[src/rtl/timepulse_monitor.sv]
// Timing-pulse monitor: tracks the tp1..tp11 one-hot cascade from the sequence generator.
// Build option: define TP_STALL_EN to treat an all-zero sample in TRACK/LOCKED as a stall.
module timepulse_monitor #(
  parameter int LOCK_COUNT = 4,
  parameter int COUNT_W    = 16,
  parameter int ERR_W      = 8
) (
  input  logic               clk,
  input  logic               reset,
  input  logic               tp1,
  input  logic               tp2,
  input  logic               tp3,
  input  logic               tp4,
  input  logic               tp5,
  input  logic               tp6,
  input  logic               tp7,
  input  logic               tp8,
  input  logic               tp9,
  input  logic               tp10,
  input  logic               tp11,
  output logic [3:0]         tp_index,
  output logic               locked,
  output logic               cycle_start,
  output logic [COUNT_W-1:0] mct_count,
  output logic               seq_error,
  output logic [ERR_W-1:0]   error_count
);

  typedef enum logic [1:0] {
    HUNT   = 2'd0,
    TRACK  = 2'd1,
    LOCKED = 2'd2
  } state_t;

  localparam logic [3:0] LOCK_N    = 4'(LOCK_COUNT);
  localparam logic [3:0] IDX_ZERO  = 4'd0;
  localparam logic [3:0] IDX_MULTI = 4'd15;

`ifdef TP_STALL_EN
  localparam logic STALL_EN = 1'b1;
`else
  localparam logic STALL_EN = 1'b0;
`endif

  // 1..11 for a one-hot sample, 0 for none high, 15 for two or more high.
  function automatic logic [3:0] tp_class(input logic [10:0] v);
    logic [3:0] cnt;
    logic [3:0] idx;
    cnt = 4'd0;
    idx = 4'd0;
    for (int i = 0; i < 11; i++) begin
      cnt = cnt + {3'b000, v[i]};
      idx = v[i] ? 4'(i + 1) : idx;
    end
    if (cnt == 4'd0) begin
      return IDX_ZERO;
    end else if (cnt == 4'd1) begin
      return idx;
    end else begin
      return IDX_MULTI;
    end
  endfunction

  function automatic logic [3:0] next_expected(input logic [3:0] e);
    return (e == 4'd11) ? 4'd1 : e + 4'd1;
  endfunction

  logic [10:0]        sample_s;
  logic [3:0]         idx_s;
  logic               stall_s;
  logic               match_s;
  logic               is_tp1_s;

  state_t             state_r, state_s;
  logic [3:0]         expected_r, expected_s;
  logic [3:0]         good_r, good_s;
  logic [3:0]         tp_index_r;
  logic               locked_r;
  logic               cycle_start_r, cycle_start_s;
  logic               seq_error_r, seq_error_s;
  logic [COUNT_W-1:0] mct_count_r, mct_count_s;
  logic [ERR_W-1:0]   error_count_r, error_count_s;

  assign sample_s = {tp11, tp10, tp9, tp8, tp7, tp6, tp5, tp4, tp3, tp2, tp1};
  assign idx_s    = tp_class(sample_s);
  assign stall_s  = STALL_EN && (idx_s == IDX_ZERO);
  assign match_s  = (idx_s == expected_r);
  assign is_tp1_s = (idx_s == 4'd1);

  // Next-state and strobe decode for the lock FSM.
  always_comb begin
    state_s       = state_r;
    expected_s    = expected_r;
    good_s        = good_r;
    cycle_start_s = 1'b0;
    seq_error_s   = 1'b0;
    mct_count_s   = mct_count_r;
    error_count_s = error_count_r;

    case (state_r)
      HUNT: begin
        if (is_tp1_s) begin
          state_s    = TRACK;
          expected_s = 4'd2;
          good_s     = 4'd1;
        end else begin
          expected_s = 4'd1;
          good_s     = 4'd0;
        end
      end

      TRACK: begin
        if (stall_s) begin
          state_s = TRACK;
        end else if (match_s) begin
          // good counts tp1 itself, so LOCK_COUNT further pulses lock when good_r equals LOCK_N.
          good_s     = good_r + 4'd1;
          expected_s = next_expected(expected_r);
          if (good_r >= LOCK_N) begin
            state_s = LOCKED;
          end else begin
            state_s = TRACK;
          end
        end else if (is_tp1_s) begin
          state_s    = TRACK;
          expected_s = 4'd2;
          good_s     = 4'd1;
        end else begin
          state_s    = HUNT;
          expected_s = 4'd1;
          good_s     = 4'd0;
        end
      end

      LOCKED: begin
        if (stall_s) begin
          state_s = LOCKED;
        end else if (match_s) begin
          expected_s = next_expected(expected_r);
          if (is_tp1_s) begin
            cycle_start_s = 1'b1;
            mct_count_s   = mct_count_r + COUNT_W'(1);
          end else begin
            cycle_start_s = 1'b0;
          end
        end else begin
          seq_error_s = 1'b1;
          if (error_count_r != {ERR_W{1'b1}}) begin
            error_count_s = error_count_r + ERR_W'(1);
          end else begin
            error_count_s = error_count_r;
          end
          if (is_tp1_s) begin
            state_s    = TRACK;
            expected_s = 4'd2;
            good_s     = 4'd1;
          end else begin
            state_s    = HUNT;
            expected_s = 4'd1;
            good_s     = 4'd0;
          end
        end
      end

      default: begin
        state_s    = HUNT;
        expected_s = 4'd1;
        good_s     = 4'd0;
      end
    endcase
  end

  // State and output registers; reset discards the sample taken on the same edge.
  always_ff @(posedge clk) begin
    if (reset) begin
      state_r       <= HUNT;
      expected_r    <= 4'd1;
      good_r        <= 4'd0;
      tp_index_r    <= 4'd0;
      locked_r      <= 1'b0;
      cycle_start_r <= 1'b0;
      seq_error_r   <= 1'b0;
      mct_count_r   <= {COUNT_W{1'b0}};
      error_count_r <= {ERR_W{1'b0}};
    end else begin
      state_r       <= state_s;
      expected_r    <= expected_s;
      good_r        <= good_s;
      tp_index_r    <= idx_s;
      locked_r      <= (state_s == LOCKED);
      cycle_start_r <= cycle_start_s;
      seq_error_r   <= seq_error_s;
      mct_count_r   <= mct_count_s;
      error_count_r <= error_count_s;
    end
  end

  assign tp_index    = tp_index_r;
  assign locked      = locked_r;
  assign cycle_start = cycle_start_r;
  assign seq_error   = seq_error_r;
  assign mct_count   = mct_count_r;
  assign error_count = error_count_r;

  timepulse_monitor_checker u_chk (
    .clk         (clk),
    .reset       (reset),
    .locked      (locked_r),
    .cycle_start (cycle_start_r),
    .seq_error   (seq_error_r)
  );

endmodule

// Output-consistency properties for the monitor strobes.
module timepulse_monitor_checker (
  input logic clk,
  input logic reset,
  input logic locked,
  input logic cycle_start,
  input logic seq_error
);

  // A cycle start implies lock; an error implies loss of lock; never both strobes.
  always @(posedge clk) begin
    if (!reset) begin
      assert (!(cycle_start && seq_error)) else $error("strobe overlap");
      assert (!cycle_start || locked) else $error("cycle_start without lock");
      assert (!seq_error || !locked) else $error("seq_error while locked");
    end
  end

endmodule
[config.mk]
export PLATFORM = sky130hd
export DESIGN_NAME = timepulse_monitor
export DESIGN_NICKNAME = d
export VERILOG_FILES = /design/src/rtl/timepulse_monitor.sv
export SDC_FILE = /design/constraint.sdc
export NUM_CORES = 1
export LEC_CHECK = 0
export ABC_AREA = 1
export CORE_ASPECT_RATIO = 0.5
export CORE_MARGIN = 2
export CORE_UTILIZATION = 50
export CTS_BUF_LIST = sky130_fd_sc_hd__clkbuf_2 sky130_fd_sc_hd__clkbuf_4 sky130_fd_sc_hd__clkbuf_8
export CTS_CLUSTER_SIZE = 24
export DETAILED_ROUTE_END_ITERATION = 10
export GPL_TIMING_DRIVEN = 0
export PLACE_DENSITY = 0.88
export SYNTH_ARGS = -nofsm -noshare
export SYNTH_HDL_FRONTEND = slang
export SYNTH_SLANG_ARGS = --single-unit
[constraint.sdc]
create_clock -name clk -period 4.1 [get_ports clk]
set_input_delay 0.615 -clock clk [delete_from_list [all_inputs] [get_ports clk]]
set_output_delay 0.615 -clock clk [all_outputs]
set_load 0.005 [all_outputs]
==> qor.yml <==
nets: 469
yosysUniqueCellTypes: 32
r2r-end: "mct_count[3]"
power.switching_w: 0.000369
p_per_area_mw_per_mm2: 301
period_needed_ps: 4590
fillers: 321
hold_class: "reg2reg"
busiest_layer: "met2"
ctsHoldBuffers: 0
yosysTopAreaCell: "dfxtp_1"
routabilityCongestion: 0.892
seq_area_frac_synth_pct: 32.0
dpl.hpwl_um: 4090
port_buffers: 43
syn-cell-area_mm2: 0.00257
crit_type: "in2reg"
area_growth_pct: 42.3
antennaDiodeCount: 0
gr-total-overflow: 0
antenna_found_initial: 0
grt_max_degree: 12
max_cap_viol_count: 0
endpoint_kind: "flop"
p_seq_share_pct: 38.6
vias: 2768
timing.rr.start: "state_r[0]"
cp.arrival_ps: 4830
postPlaceCellArea_mm2: 0.00313
hold_path_depth: 2
sw_frac_of_total_pct: 33.5
grt_pass1_wl_um: 11000
finalSetupTns_ps: -12590
cts_tree: "done"
violations: "negative setup slack"
drtAntennaViolNets: 0
synth_top_family_by_area: "simple AND/OR/NAND/NOR gates"
finalSetupViolCount: 37
num_rows: 18
crit_fanout: 4
holdWs_ps: 492
p_comb_share_pct: 35.8
ios: 44
ctsHtreeMaxLevel: 2
synth.net_count: 394
async_flop_share_pct: 0
via_per_inst: 5.44
relSlewSlack_pct: 56.6
use_met1_pct: 27.9
grt_util_met2_pct: 44.0
start_kind: "primary input"
die_w_um: 105
cp.required_ps: 4340
worst_skew_pair.late_latency_ps: 300
final_area_mm2: 0.00365
max_slew.worst_pin.slew_ps: 650
synth_xor_area_share_pct: 5.12
synthMuxAreaShare_pct: 0
synth_compound_area_share_pct: 8.92
drtIter0Drc: 164
synth_flop_cell: "dfxtp_1"
wirelength_um: 7400
clk_pin_slew_ps: 80
power.total_w: 0.00110
hold-path-endpoint: "mct_count[15]"
outcome: "finished with violations"
synth_edf_count: 0
gr-usage-all-layers_pct: 24.3
use_met3_pct: 5.36
internal_power_w: 0.000732
irDropWorstVdd_mv: 0.188
clock_path_buffers: 2
hold_viol: 0
synth.area.top_cells: "dfxtp_1, nand2_1, inv_1"
finalMaxSlewViolations: 0
grt_pass1_vias: 2510
clock.fmax_mhz: 218
synth-simple-area-share_pct: 32.8
numCtsBuffers: 5
dieHeight_um: 54.7
avgSynthCellArea_um2: 7.07
dieArea_mm2: 0.00576
min-delay-start: "mct_count[15]"
core-area_mm2: 0.00493
wl_per_cell_um: 14.5
cts.sinks: 41
yosysMostFrequentCell: "nand2_1"
start_util_pct: 52.1
fin_skew_ps: 8.62
layout-drive-gt1-share_pct: 26.0
drc: 0
syn_inst: 363
synthAdderAreaFrac_pct: 10.8
firstDrtPassIters: 6
rsz0062_at_grt: "yes"
setup_slack_ps: -489
cts-root-buf: "clkbuf_8"
clockPowerShare_pct: 25.6
synthTopCellsByCount: "nand2_1, inv_1, dfxtp_1, nor2_1, nand3_1"
synth_seq_cells: 41
reg2reg_depth: 8
p_leak_nw: 1.50
synth_top_area_share_pct: 32.0
ff2ff_setup_slack_ps: 2150
yosys_warnings: 0
fin_crit_sh_pct: 112
## state kept, by name, indices dropped and copies added (netlist names)
signal,cells
seq_error,1
locked,1
state_r,2
cycle_start,1
good_r,4
error_count,8
tp_index,4
expected_r,4
mct_count,16
## placed cells by master (no fill, tap or decap), types with 2 or more instances in the layout
master           count
o21ai_2              8
ha_1                11
nor3_1              10
a21oi_1             17
nand3_2              8
fa_1                 5
xor2_1              11
nand2_2             24
nor2_2               5
nand3_4              2
o21ai_0              3
a21oi_2              6
nor3_2               3
nand2_1             65
nor3_4               2
clkbuf_1             2
nor3b_2              2
nor2_1              29
buf_2                4
inv_1               54
buf_6               11
dfxtp_1             41
inv_2                2
clkbuf_4             3
buf_4               16
nand3_1             18
clkbuf_8             5
nor4_1               4
buf_8                3
o211ai_1             3
xnor2_1              4
fa_2                 2
o21ai_1              2
clkdlybuf4s50_1     37
nand4_1              7
## cell families (layout without fill, tap and decap cells)
group,count (synthesis),in the layout
XOR/XNOR,15,15
flip-flops,41,41
buffers and inverters,65,141
AND/OR/NAND/NOR,182,182
adder cells (fa/ha/maj),18,18
AO/OA/AOI/OAI,42,42
## layout make-up
class | instances | area (um2) | area share (%)
multi-input combinational | 257 | 1690 | 46.3
sequential | 41 | 821 | 22.5
timing repair buffer | 68 | 669 | 18.3
inverter | 58 | 228 | 6.23
clock buffer | 8 | 91.3 | 2.50
tap | 70 | 87.6 | 2.40
buffer | 7 | 65.1 | 1.78
## power groups by stage
stage | Clock (W) | Sequential, W | Combinational (W)
after floorplan | 0 | 0.000433 | 0.000207
after CTS | 0.000277 | 0.000424 | 0.000336
after global placement | 0 | 0.000433 | 0.000278
final | 0.000282 | 0.000425 | 0.000394
after detailed placement | 0 | 0.000433 | 0.000286
after global routing | 0.000302 | 0.000427 | 0.000433
## worst max-delay path: stages
cell      delay (ps)
buf_6            100
fa_1             490
fa_1             510
inv_1             50
fa_1             460
fa_2             380
fa_2             360
nor2_2           110
nand3_2          120
a21boi_4         220
nand2_2           90
nand2_1           80
nand2_2           60
nor2_2           200
nand3_4          120
buf_8            140
buf_12           140
nor2_8           130
inv_4             60
nand2_2           70
nand2_1           50
nand2_1          100
nand2_2           80
nor2_2           100
## what timing repair did
action / 4_1_cts / 5_1_grt
setup buffers: 18 / 5
gates resized for setup: 80 / 22
cloned: 2 / 0
setup endpoints to repair: 37 / 37
pin swaps: 27 / 13
## metal layers
| metal | vias up | share of wire, % |
|---|---|---|
| met5 | - | 0 |
| met4 | 0 | 3.3 |
| met3 | 31 | 5.4 |
| met2 | 114 | 50 |
| met1 | 1317 | 42 |
| li1 | 1306 | - |
## worst max path at each step
stage                     startpoint            to  slack (ps)  cells after the start
after floorplan                  tp1        locked        -190                     20
after global placement           tp1        locked        -890                     23
after detailed placement         tp1        locked        -960                     21
after CTS                        tp8  mct_count[6]        -420                     21
after global routing             tp6        locked        -700                     24
final                            tp6        locked        -490                     24
## metrics by stage
stage                     instances  worst slack [ps]  utilization (%)
final                           509              -489             74.1
after detailed placement        476              -958             63.4
after global routing            509              -704             74.1
after floorplan                 363              -193                -
after CTS                       504              -416             71.7
after global placement          476              -889             63.4
No activity file was read; power rests on OpenSTA's default activity.
